**config.mk**
```make
export PLATFORM = sky130hd
export DESIGN_NAME = p2s_shift_driver_flat
export DESIGN_NICKNAME = d
export VERILOG_FILES = /design/src/rtl/p2s_pkg.sv /design/src/rtl/p2s_shift_driver_if.sv /design/src/rtl/p2s_phase_gen.sv /design/src/rtl/p2s_shift_driver.sv /design/src/flat_wrapper.sv
export SDC_FILE = /design/constraint.sdc
export NUM_CORES = 1
export LEC_CHECK = 0
export ABC_CLOCK_PERIOD_IN_PS = 3000
export CAP_MARGIN = 20
export CELL_PAD_IN_SITES_DETAIL_PLACEMENT = 0
export CELL_PAD_IN_SITES_GLOBAL_PLACEMENT = 2
export CORE_ASPECT_RATIO = 0.8
export CORE_MARGIN = 2
export CORE_UTILIZATION = 43
export CTS_BUF_LIST = sky130_fd_sc_hd__clkbuf_8
export CTS_CLUSTER_DIAMETER = 60
export CTS_CLUSTER_SIZE = 8
export DETAILED_ROUTE_END_ITERATION = 16
export DONT_BUFFER_PORTS = 1
export PLACE_DENSITY = 0.93
export SYNTH_ARGS = -nofsm -noshare
export SYNTH_HDL_FRONTEND = slang
export SYNTH_SLANG_ARGS = --single-unit
```
**constraint.sdc**
```tcl
create_clock -name clk -period 3 [get_ports clk]
set_clock_uncertainty 0.15 [all_clocks]
set_input_delay 0.45 -clock clk [delete_from_list [all_inputs] [get_ports clk]]
set_output_delay 0.45 -clock clk [all_outputs]
set_load 0.05 [all_outputs]
```
**src/rtl/p2s_pkg.sv**
```systemverilog
// Shared types and helpers for the parallel-to-serial shift-chain driver.
// Holds the FSM state encoding and counter sizing utilities.
package p2s_pkg;

    typedef enum logic [1:0] {
        IDLE,
        SHIFT,
        LATCH,
        DONE
    } state_t;

    localparam int MIN_CW = 1;

    function automatic int clog2(input int v);
        int r;
        int x;
        r = 0;
        x = v - 1;
        while (x > 0) begin
            r++;
            x = x >> 1;
        end
        return r;
    endfunction

    function automatic int cnt_w(input int v);
        return (clog2(v) < MIN_CW) ? MIN_CW : clog2(v);
    endfunction

endpackage

```
**src/rtl/p2s_shift_driver_if.sv**
```systemverilog
// Bundle between a frame producer and one shift-chain driver.
// The producer owns the request side, the driver owns the chain pins.
interface p2s_shift_driver_if #(
    parameter int DATA_W = 64
);

    logic              start;
    logic [DATA_W-1:0] par_data;
    logic              lsb_first;
    logic              s_clk;
    logic              s_dout;
    logic              s_pen;
    logic              s_clrn;
    logic              busy;
    logic              done;

    modport master (
        output start, par_data, lsb_first,
        input  s_clk, s_dout, s_pen, s_clrn, busy, done
    );

    modport slave (
        input  start, par_data, lsb_first,
        output s_clk, s_dout, s_pen, s_clrn, busy, done
    );

endinterface

```
**src/rtl/p2s_phase_gen.sv**
```systemverilog
// Serial clock divider: DIV cycles low, DIV cycles high per bit.
// bit_end flags the last cycle of each high phase.
module p2s_phase_gen
    import p2s_pkg::*;
#(
    parameter int DIV = 2
) (
    input  logic clk,
    input  logic rst,
    input  logic run,
    output logic phase,
    output logic bit_end
);

    localparam int DW = cnt_w(DIV);
    localparam logic [DW-1:0] LAST = DW'(DIV - 1);

    logic [DW-1:0] div_cnt;
    logic          wrap;

    assign wrap    = (div_cnt == LAST);
    assign bit_end = run & phase & wrap;

    // Half-period counter; phase toggles on each wrap, parked low when idle.
    always_ff @(posedge clk or posedge rst) begin
        if (rst) begin
            div_cnt <= '0;
            phase   <= 1'b0;
        end else if (!run) begin
            div_cnt <= '0;
            phase   <= 1'b0;
        end else if (wrap) begin
            div_cnt <= '0;
            phase   <= ~phase;
        end else begin
            div_cnt <= div_cnt + DW'(1);
        end
    end

endmodule

```
**src/rtl/p2s_shift_driver.sv**
```systemverilog
// Parallel-to-serial driver for an external shift-register chain.
// Shifts a captured frame out on a divided clock, then pulses the latch.
module p2s_shift_driver
    import p2s_pkg::*;
#(
    parameter int DATA_W  = 64,
    parameter int DIV     = 2,
    parameter int LATCH_W = 2
) (
    input logic              clk,
    input logic              rst,
    p2s_shift_driver_if.slave bus
);

    localparam int BW = cnt_w(DATA_W + 1);
    localparam int LW = cnt_w(LATCH_W);
    localparam logic [BW-1:0] LAST_BIT = BW'(DATA_W - 1);
    localparam logic [LW-1:0] LAST_LAT = LW'(LATCH_W - 1);

    state_t            state;
    logic [DATA_W-1:0] shreg;
    logic [DATA_W-1:0] shnext;
    logic              mode;
    logic [BW-1:0]     bit_cnt;
    logic [LW-1:0]     lat_cnt;
    logic              run;
    logic              phase;
    logic              bit_end;
    logic              s_dout_q;
    logic              s_pen_q;
    logic              s_clrn_q;
    logic              busy_q;
    logic              done_q;

    assign run = (state == SHIFT);

    p2s_phase_gen #(
        .DIV(DIV)
    ) u_phase (
        .clk    (clk),
        .rst    (rst),
        .run    (run),
        .phase  (phase),
        .bit_end(bit_end)
    );

    // Next shift-register value; zero-filled in the direction of travel.
    always_comb begin
        shnext = shreg;
        if (mode) begin
            shnext = shreg >> 1;
        end else begin
            shnext = shreg << 1;
        end
    end

    // Frame sequencer: capture, shift, hold pen low, then latch.
    always_ff @(posedge clk or posedge rst) begin
        if (rst) begin
            state    <= IDLE;
            shreg    <= '0;
            mode     <= 1'b0;
            bit_cnt  <= '0;
            lat_cnt  <= '0;
            s_dout_q <= 1'b0;
            s_pen_q  <= 1'b1;
            s_clrn_q <= 1'b0;
            busy_q   <= 1'b0;
            done_q   <= 1'b0;
        end else begin
            s_clrn_q <= 1'b1;
            done_q   <= 1'b0;
            unique case (state)
                IDLE: begin
                    if (bus.start) begin
                        shreg    <= bus.par_data;
                        mode     <= bus.lsb_first;
                        s_dout_q <= bus.lsb_first ? bus.par_data[0]
                                                  : bus.par_data[DATA_W-1];
                        bit_cnt  <= '0;
                        state    <= SHIFT;
                        busy_q   <= 1'b1;
                        s_pen_q  <= 1'b0;
                    end
                end
                SHIFT: begin
                    if (bit_end) begin
                        bit_cnt <= bit_cnt + BW'(1);
                        if (bit_cnt == LAST_BIT) begin
                            state    <= LATCH;
                            s_dout_q <= 1'b0;
                            lat_cnt  <= '0;
                        end else begin
                            shreg    <= shnext;
                            s_dout_q <= mode ? shnext[0] : shnext[DATA_W-1];
                        end
                    end
                end
                LATCH: begin
                    if (lat_cnt == LAST_LAT) begin
                        state   <= DONE;
                        s_pen_q <= 1'b1;
                        done_q  <= 1'b1;
                    end else begin
                        lat_cnt <= lat_cnt + LW'(1);
                    end
                end
                DONE: begin
                    state  <= IDLE;
                    busy_q <= 1'b0;
                end
                default: begin
                    state <= IDLE;
                end
            endcase
        end
    end

    assign bus.s_clk  = phase;
    assign bus.s_dout = s_dout_q;
    assign bus.s_pen  = s_pen_q;
    assign bus.s_clrn = s_clrn_q;
    assign bus.busy   = busy_q;
    assign bus.done   = done_q;

endmodule

```
**src/flat_wrapper.sv**
```systemverilog
// flat-port wrapper written by rule: the top's interface ports become plain ports
module p2s_shift_driver_flat import p2s_pkg::*;
#(
    parameter int DATA_W  = 64,
    parameter int DIV     = 2,
    parameter int LATCH_W = 2
)
  (clk, rst, bus_start, bus_par_data, bus_lsb_first, bus_s_clk, bus_s_dout, bus_s_pen, bus_s_clrn, bus_busy, bus_done);
  p2s_shift_driver_if #(.DATA_W(DATA_W)) bus_i ();
  input logic clk;
  input logic rst;
  input wire logic [$bits(bus_i.start)-1:0] bus_start;
  input wire logic [$bits(bus_i.par_data)-1:0] bus_par_data;
  input wire logic [$bits(bus_i.lsb_first)-1:0] bus_lsb_first;
  output wire logic [$bits(bus_i.s_clk)-1:0] bus_s_clk;
  output wire logic [$bits(bus_i.s_dout)-1:0] bus_s_dout;
  output wire logic [$bits(bus_i.s_pen)-1:0] bus_s_pen;
  output wire logic [$bits(bus_i.s_clrn)-1:0] bus_s_clrn;
  output wire logic [$bits(bus_i.busy)-1:0] bus_busy;
  output wire logic [$bits(bus_i.done)-1:0] bus_done;
  assign bus_i.start = bus_start;
  assign bus_i.par_data = bus_par_data;
  assign bus_i.lsb_first = bus_lsb_first;
  assign bus_s_clk = bus_i.s_clk;
  assign bus_s_dout = bus_i.s_dout;
  assign bus_s_pen = bus_i.s_pen;
  assign bus_s_clrn = bus_i.s_clrn;
  assign bus_busy = bus_i.busy;
  assign bus_done = bus_i.done;
  p2s_shift_driver #(.DATA_W(DATA_W), .DIV(DIV), .LATCH_W(LATCH_W)) u_core (.clk(clk), .rst(rst), .bus(bus_i));
endmodule
```
# Word level (Yosys, flattened, before mapping)
# Index checks and enable logic that the tools add are counted.
op_classes:
  n_addsub: 3
  mul: 0
  div: 0
  magnitude_cmp: 0
  n_eq_ne: 10
  shift: 0
  n_mux: 34
  n_bitwise: 3
  reduce_logical: 12
op_table:
  columns: ["operator", "count"]
  rows:
  - ["$mux W64", 4]
  - ["$pmux W64 S2", 1]
  - ["$mux W1", 17]
  - ["$mux W7", 2]
  - ["$pmux W7 S2", 1]
  - ["$reduce_and A3 Y1", 3]
  - ["$mux W2", 4]
  - ["$ne A2 B1 Y1 const B", 4]
  - ["$pmux W1 S2", 4]
  - ["$pmux W2 S4", 1]
  - ["$reduce_and A4 Y1", 2]
  - ["$reduce_bool A2 Y1", 4]
  - ["$add A7 B1 Y7 const B", 1]
  - ["$eq A7 B6 Y1 const B", 1]
  - ["$eq A2 B2 Y1 const B", 2]
  - ["$ne A2 B2 Y1 const B", 2]
  - ["$reduce_and A2 Y1", 2]
  - ["$add A1 B1 Y1 const B", 2]
  - ["$and A1 B1 Y1", 2]
  - ["$eq A2 B1 Y1 const B", 1]
  - ["$logic_not A2 Y1", 1]
  - ["$not A1 Y1", 1]
totals:
  ff_bits: 82
  latchBits: 0
  ram_bits: 0
  rom_bits: 0
  inputBits: 68
  output_inout_bits: 6
  wordCells: 74
  mem_count: 0

# Depth between registers and ports, before layout
# Gate-level depths: netlist of the first run.
depth:
  word_depth: 5
  depth_mapped: 7
  mapped_depth_nobuf: 6

# Cells and area by module
# Synthesis of the first run repeated with hierarchy kept, for this count alone.
hier_totals:
  hier_cells: 503
  hier_area_um2: 4818.4
modules_own_cells:
  columns: ["module", "n_inst", "cells_each", "area_per_inst_um2", "seq_area_each_um2"]
  rows:
  - ["p2s_shift_driver", 1, 496, 4733.3, 2003.2]
  - ["p2s_phase_gen", 1, 7, 85.1, 50.0]

# Worst setup path before layout of the first run
# No wires, ideal clock.
synth_timing:
  path_type: "flip-flop to flip-flop"
  startpoint: "register u_core.state[0]"
  endpoint: "register u_core.shreg[14]"
  setup_ns: 0.125
  arrival_time_ns: 2.014
  required_time_ns: 2.725
  slack_ns: 0.712
  stages_incl_launch_ff: 7
  n_path_buf: 2
  synth_period_minus_slack_ns: 2.288
  path_cell_list: "dfrtp_1 ha_1 buf_2 a21boi_2 o32ai_4 buf_6 mux2_2"
synth_via:
  elab_chain_cells: 5
  word_cells_on_any_way: 10
  classes_between: "eq/ne: 4; mux: 1; bitwise: 2; reduce/logical: 3"
synth_rtl:
  columns: ["element", "line", "text"]
  rows:
  - ["from (decl)", "p2s_shift_driver.sv:20", "state_t state;"]
  - ["from (signal assigned)", "p2s_shift_driver.sv:60", "state <= IDLE;"]
  - ["from (signal assigned)", "p2s_shift_driver.sv:81", "state <= SHIFT;"]
  - ["from (signal assigned)", "p2s_shift_driver.sv:90", "state <= LATCH;"]
  - ["$eq A2 B1 Y1", "p2s_shift_driver.sv:35, p2s_shift_driver.sv:73", null]
  - ["$and A1 B1 Y1 (2 in series)", "p2s_phase_gen.sv:22", "assign bit_end = run & phase & wrap;"]
  - ["$ne A2 B1 Y1 (no line)", null, null]
  - ["$reduce_and A4 Y1 (no line)", null, null]
  - ["to (signal assigned)", "p2s_shift_driver.sv:76", "shreg <= bus.par_data;"]
  - ["to (signal assigned)", "p2s_shift_driver.sv:94", "shreg <= shnext;"]
  - ["to (decl)", "p2s_shift_driver.sv:21", "logic [DATA_W-1:0] shreg;"]
# Parallel ways exist; a longest one is shown, timed or not.
# A chain may end at the register's enable or synchronous reset.

# Worst setup path in the final report of the first run
layout_timing:
  startpoint: "register u_core.state[1]"
  endpoint: "register u_core.shreg[33]"
# The elaborated chain is that of the path after synthesis.

==> reports/results.tsv, run 1 <==
metric	value	unit
final_antenna_net_count	0	
synth_top_area_cell	dfrtp_1	
power_density	1250	nW/um^2
grt_usage	16.4	%
core-area	10400	um^2
synth_xor_area_share	1.13	%
diodes	0	
synthTopCellsByArea	dfrtp_1 44%, mux2i_1 14%, mux2_2 14%	
worst_slack	0.435	ns
synth-async-reset-ratio	100	%
final_util	47.5	%
rsz0062_at_grt	false	
finalSetupViolCount	0	
vdd.ir_drop.worst	0.493	mV
critPathLaunch	u_core.state[1]	
dpl.hpwl	6.08	mm
grt_start_max_net_pins	78	
mostFrequentLayoutCells	80 x dfrtp_1, 74 x nor2_1, 65 x mux2i_1, 65 x a21oi_1, 56 x mux2_2	
die-area	11700	um^2
outcome	finished clean	
critical_path_class	flop to flop	
period_share	85.5	%
max-cap-violations	0	
combPwrFrac	50.8	%
syn_nets	510	
grt_pass1_vias	3072	
p_leak	2.14	nW
critical-path-top-delay-family	multiplexers	
cp_slowest_cell	dfrtp_1	
min_period	2.57	ns
crit_required	3.09	ns
hold_buffers	1	
p_sw_share	39.9	%
antenna_found_initial	0	
slew_violations	0	
numCtsBuffers	9	
viasPerCell	5.37	
syn_area	4650	um^2
synth-edff-count	0	
critPathBufInv	2	
r2r-end	u_core.shreg[33]	
portBuffers	0	
finalSetupTns	0	ns
synth_top_family_by_area	multiplexers	
nFillCells	1001	
dpl_cell_area	4770	um^2
p_int	3.70	mW
drt-pass1-iter-count	4	
htree_levels	3	
finalHoldViolCount	0	
reg2reg_from	u_core.state[1]	
r2r_slack	0.43	ns
layout_commonest_cell	dfrtp_1	
synth_cell_types	35	
drtIter0Drc	160	
die_w	120	um
min_path_type	input port to flop	
slowest_delay	0.40	ns
synth-compound-area-share	9.60	%
routabilityCongestion	0.782	
clk_latency	0.36	ns
synth_cells	437	
clock.fmax	0.390	GHz
num_rows	33	
drive_above_1_share	22.2	%
postSynthAreaPerCell	10.7	um^2
die_h	97.1	um
path_cells	inv_1 -> ha_4 -> mux2i_2 -> o32ai_4 -> buf_4 -> mux2_2	
worst_pin_slew	0.830	ns
synth_top_cell_area_share	43.5	%
drc_errors	0	
seqCellArea	2060	um^2
seq_area_frac_synth	44.1	%
synthAdderAreaFrac	1.34	%
grt_overflow	0	
cts_resized	0	
wire_per_inst	15.7	um
endpoint	u_core.shreg[33]	
clk_pin_slew_worst_paths	0.08	ns
worstPathArrival	2.66	ns
ctsRootBufferMaster	clkbuf_8	
area_growth	6.13	%
postRouteWirelength	8.99	mm
pwr-share-seq	38.2	%
worstSetupEndpointType	flop	
grt_pass1_wl	15.3	mm
synth-simple-area-share	8.58	%
nets	501	
rr_worst_depth	6	
multiInputGateArea	2420	um^2
stdcell_area	4940	um^2
floorplan.initialDensity	44.7	%
pre_cts_ws	0.433	ns
cts_max_path_buffers	2	
pwr-share-clk	11.0	%
switchingPower	2.46	mW
ioPinCount	74	
cp_max_fo	33	
startpoint_type	flop	
vias	3072	
cp.depth	6	
cts_sinks	82	
yosys_most_used_dff	dfrtp_1	
ys_warn_count	0	
cts_setup_buffers	0	
yosys_register_bits	82	
cts_tree	done	
slew_headroom	44.7	%
synth_mux_area_share	31.0	%
-- stage by stage --
step	total power, mW	instances	hold WS (ns)
2_1_floorplan	5.03	437	0.324
3_5_place_dp	5.54	556	0.329
6_report	6.16	572	0.0995
5_1_grt	6.68	572	0.0845
4_1_cts	6.24	572	0.0795
3_3_place_gp	5.45	556	0.326
-- state kept, by name (all words and copies together) (netlist names) --
name / cells
u_core.bus.busy: 1
u_core.bus.s_clrn: 1
u_core.state: 2
u_core.bit_cnt: 7
u_core.bus.s_dout: 1
u_core.bus.s_pen: 1
u_core.shreg: 64
u_core.lat_cnt: 1
u_core.mode: 1
u_core.u_phase.div_cnt: 1
u_core.u_phase.phase: 1
u_core.bus.done: 1
-- synth_stat cells (3+ instances only) --
cell type,count
dfrtp_1,81
nor2_1,74
a21oi_1,65
mux2i_1,65
mux2_2,56
clkbuf_1,15
mux2_4,10
inv_1,8
nand2_1,7
buf_2,6
buf_6,6
xnor2_1,6
ha_1,5
o21ai_0,5
nand3_1,3
-- metal layers --
metal	wire length, um	global-route usage, %	vias to the layer above	part of all wire, %
met5	0	0	-	0
met4	107	4.83	0	1.2
met3	496	5.40	12	5.5
met2	3780	23.6	62	42
met1	4600	23.5	1477	51
li1	-	-	1521	-
-- power groups by stage --
| stage | sequential [mW] | combinational (mW) | clock (mW) |
|---|---|---|---|
| 2_1_floorplan | 2.08 | 2.94 | 0 |
| 3_3_place_gp | 2.36 | 3.09 | 0 |
| 3_5_place_dp | 2.38 | 3.16 | 0 |
| 4_1_cts | 2.36 | 3.17 | 0.712 |
| 5_1_grt | 2.44 | 3.49 | 0.755 |
| 6_report | 2.35 | 3.13 | 0.681 |
-- cell families after synthesis --
family | Yosys count
xor gates and xnor gates | 6
other | 1
buffers and inverters | 37
DFF | 82
adders and majority gates | 5
AOI/OAI and AO/OA | 79
muxes | 132
and+or+nand+nor | 95
-- layout make-up --
| type | count | area share (%) |
|---|---|---|
| clock buffers | 9 | 2.51 |
| clock inverters | 6 | 0.709 |
| flip-flops and latches | 82 | 41.6 |
| inverters | 8 | 0.633 |
| repair buffers | 9 | 1.93 |
| well taps | 140 | 3.55 |
| multi-input cells | 318 | 49.0 |
-- how the worst min path moves through the flow --
stage	from	endpoint	slack, ns	cells after the start
after global placement	rst	u_core.shreg[46]	0.33	1
final	bus_lsb_first	u_core.mode	0.1	1
after CTS	bus_lsb_first	u_core.mode	0.08	1
after detailed placement	rst	u_core.shreg[46]	0.33	1
after floorplan	u_core.u_phase.div_cnt	u_core.u_phase.div_cnt	0.32	1
after global routing	bus_lsb_first	u_core.mode	0.08	1
Power figures use the tool's default switching activity.
==> run 2: changes to the inputs <==
- ABC_AREA: not set -> 1
- CORE_UTILIZATION: 43 -> 38
==> run 2 against run 1 <==
Compared with the run above: register-to-register slack better by 0.15 ns; synthesized area up 7.8%; largest power group unchanged; cell count is 46% higher; routed wire length is 43% higher; largest cell class unchanged; core utilization down 6.4 points; flip-flop and latch count unchanged; combinational power increased by 7.0%.
==> reports/results.tsv, run 2 <==
metric	value	unit	change
synth-edff-count	0		unchanged
die_h	107	um	was 97.1 um
postRouteWirelength	12.9	mm	was 8.99 mm
min_period	2.42	ns	was 2.57 ns
worst_pin_slew	0.773	ns	was 0.830 ns
ys_warn_count	0		unchanged
grt_usage	18.4	%	was 16.4%
dpl_cell_area	5080	um^2	was 4770 um^2
final_antenna_net_count	0		unchanged
cts_setup_buffers	0		unchanged
min_path_type	input port to flop		unchanged
grt_pass1_vias	4106		was 3072
clock.fmax	0.413	GHz	was 0.390 GHz
r2r_slack	0.58	ns	was 0.43 ns
reg_top3	u_core.shreg: 64 flops, u_core.bit_cnt: 7 flops, u_core.state: 2 flops		unchanged
clk_latency	0.37	ns	was 0.36 ns
yosys_register_bits	82		unchanged
portBuffers	0		unchanged
p_leak	2.58	nW	was 2.14 nW
synth_most_common_cell	nand2_1		was dfrtp_1
grt_pass1_wl	21.0	mm	was 15.3 mm
viasPerCell	5.26		was 5.37
max-cap-violations	0		unchanged
ioPinCount	74		unchanged
stdcell_area	5290	um^2	was 4940 um^2
outcome	finished clean		unchanged
dpl.hpwl	7.56	mm	was 6.08 mm
drive_above_1_share	12.6	%	was 22.2%
grt_overflow	0		unchanged
area_growth	5.44	%	was 6.13%
cp_max_fo	66		was 33
period_share	80.7	%	was 85.5%
cts_resized	0		unchanged
slew_violations	0		unchanged
ctsRootBufferMaster	clkbuf_8		unchanged
numCtsBuffers	9		unchanged
antenna_found_initial	0		unchanged
startpoint_type	flop		unchanged
yosys_most_used_dff	dfrtp_1		unchanged
cts_max_path_buffers	2		unchanged
critPathLaunch	u_core.state[1]		unchanged
vdd.ir_drop.worst	0.612	mV	was 0.493 mV
cts_tree	done		unchanged
crit_required	3.16	ns	was 3.09 ns
reg2reg_from	u_core.state[1]		unchanged
synth_top_area_cell	dfrtp_1		unchanged
syn_nets	758		was 510
worst_slack	0.580	ns	was 0.435 ns
core-area	12900	um^2	was 10400 um^2
synthTopCellsByArea	dfrtp_1 40%, nand2_1 18%, o21ai_0 13%		was dfrtp_1 44%, mux2i_1 14%, mux2_2 14%
cts_sinks	82		unchanged
drc_errors	0		unchanged
layout_commonest_cell	nand2_1		was dfrtp_1
slowest_delay	0.56	ns	was 0.40 ns
hold_start	bus_lsb_first		unchanged
die_w	132	um	was 120 um
clk_pin_slew_worst_paths	0.08	ns	about the same
floorplan.initialDensity	39.0	%	was 44.7%
pre_cts_ws	0.571	ns	was 0.433 ns
vias	4396		was 3072
power_density	1200	nW/um^2	was 1250 nW/um^2
largest_reg_flops	64		unchanged
synth_top_cell_area_share	40.4	%	was 43.5%
postSynthAreaPerCell	7.32	um^2	was 10.7 um^2
rsz0062_at_grt	false		unchanged
nets	729		was 501
worstSetupEndpointType	flop		unchanged
grt_start_max_net_pins	75		was 78
path_cells	inv_1 -> ha_2 -> inv_2 -> buf_4 -> nand2_4 -> nand2_4 -> nand2_1 -> nand2_1		was inv_1 -> ha_4 -> mux2i_2 -> o32ai_4 -> buf_4 -> mux2_2
seq_area_frac_synth	40.9	%	was 44.1%
synth_cell_types	24		was 35
die-area	14100	um^2	was 11700 um^2
regMostFlops	u_core.shreg		unchanged
critical_path_class	flop to flop		unchanged
mostFrequentLayoutCells	235 x nand2_1, 130 x o21ai_0, 80 x dfrtp_1		was 80 x dfrtp_1, 74 x nor2_1, 65 x mux2i_1, 65 x a21oi_1, 56 x mux2_2
routabilityCongestion	0.757		was 0.782
cp_slowest_cell	nand2_4		was dfrtp_1
finalSetupTns	0	ns	unchanged
drt-pass1-iter-count	5		was 4
wire_per_inst	15.4	um	was 15.7 um
finalHoldViolCount	0		unchanged
diodes	0		unchanged
worstPathArrival	2.58	ns	was 2.66 ns
synth-async-reset-ratio	100	%	unchanged
drtIter0Drc	386		was 160
yosys-top-cells-count	236 x nand2_1, 130 x o21ai_0, 81 x dfrtp_1		was 81 x dfrtp_1, 74 x nor2_1, 65 x a21oi_1, 65 x mux2i_1, 56 x mux2_2
finalSetupViolCount	0		unchanged
syn_area	5020	um^2	was 4650 um^2
slew_headroom	48.4	%	was 44.7%
htree_levels	3		unchanged
synth_cells	685		was 437
num_rows	37		was 33
## run 2: cell count changes after synthesis, moves of 15 or more
cell	before	now
buf_2	6	21
nand3_2	0	50
mux2i_1	65	0
nand3_1	3	24
o21ai_0	5	130
a21oi_1	65	0
nand2_1	7	236
mux2_2	56	0
## run 2: what timing repair did
action                     in CTS  in global routing
setup endpoints to repair       0                  0
hold endpoints to repair       39                  0
hold buffers                    1                  0
## run 2: critical path, delay by kind of cell, from the launching register on
family        cells  cell delay [ns]
flops             1             0.40
buf+inv           3             0.68
fa+ha+maj         1             0.18
simple gates      4             0.90
## run 2: report_power, final
part	leakage, nW	total [mW]	internal, mW	switching, mW
registers	1.02	2.16	1.64	0.520
clock network	0.113	0.831	0.421	0.410
logic	1.45	3.35	1.05	2.30
## run 2: metal layers
metal  vias to the layer above  wire length, um  track usage, %
li1                       2171                -               -
met1                      2094             5970            24.9
met2                       117             5710            27.3
met3                        14              964            6.43
met4                         0              208            6.37
met5                         -                0               0
## run 2: final timing paths
kind                                   endpoint  cells after the start
max in group asynchronous           u_core.mode                      3
hold / removal                      u_core.mode                      2
setup reg to reg               u_core.shreg[44]                      8
setup / recovery               u_core.shreg[44]                      8
min in group asynchronous  u_core.u_phase.phase                      2
hold reg to reg                 u_core.bus.done                      2
## run 2: area by class of cell
class                           count  area [um^2]
Tap cell                          175          219
Clock inverter                      5         46.3
Timing Repair Buffer                9          120
Clock buffer                       11          151
Fill cell                        1363         7580
Inverter                           22         83.8
Multi-Input combinational cell    532         2610
Sequential cell                    82         2050
## run 2: logic make-up after synthesis
family          synth area share [%]
flops                           40.9
simple gates                    36.7
compound gates                  13.8
fa+ha+maj                       1.25
other cells                   0.0748
buf+inv                         7.26
## run 2: stage by stage
| step | instances | utilization, % | total power [mW] | hold slack [ns] |
|---|---|---|---|---|
| global placement | 819 | 39.5 | 5.43 | 0.325 |
| detailed placement | 819 | 39.5 | 5.54 | 0.324 |
| floorplan | 685 | - | 4.92 | 0.297 |
| finish | 836 | 41.1 | 6.34 | 0.0613 |
| CTS | 836 | 41.1 | 6.38 | 0.0533 |
| global route | 836 | 41.1 | 6.96 | 0.0671 |
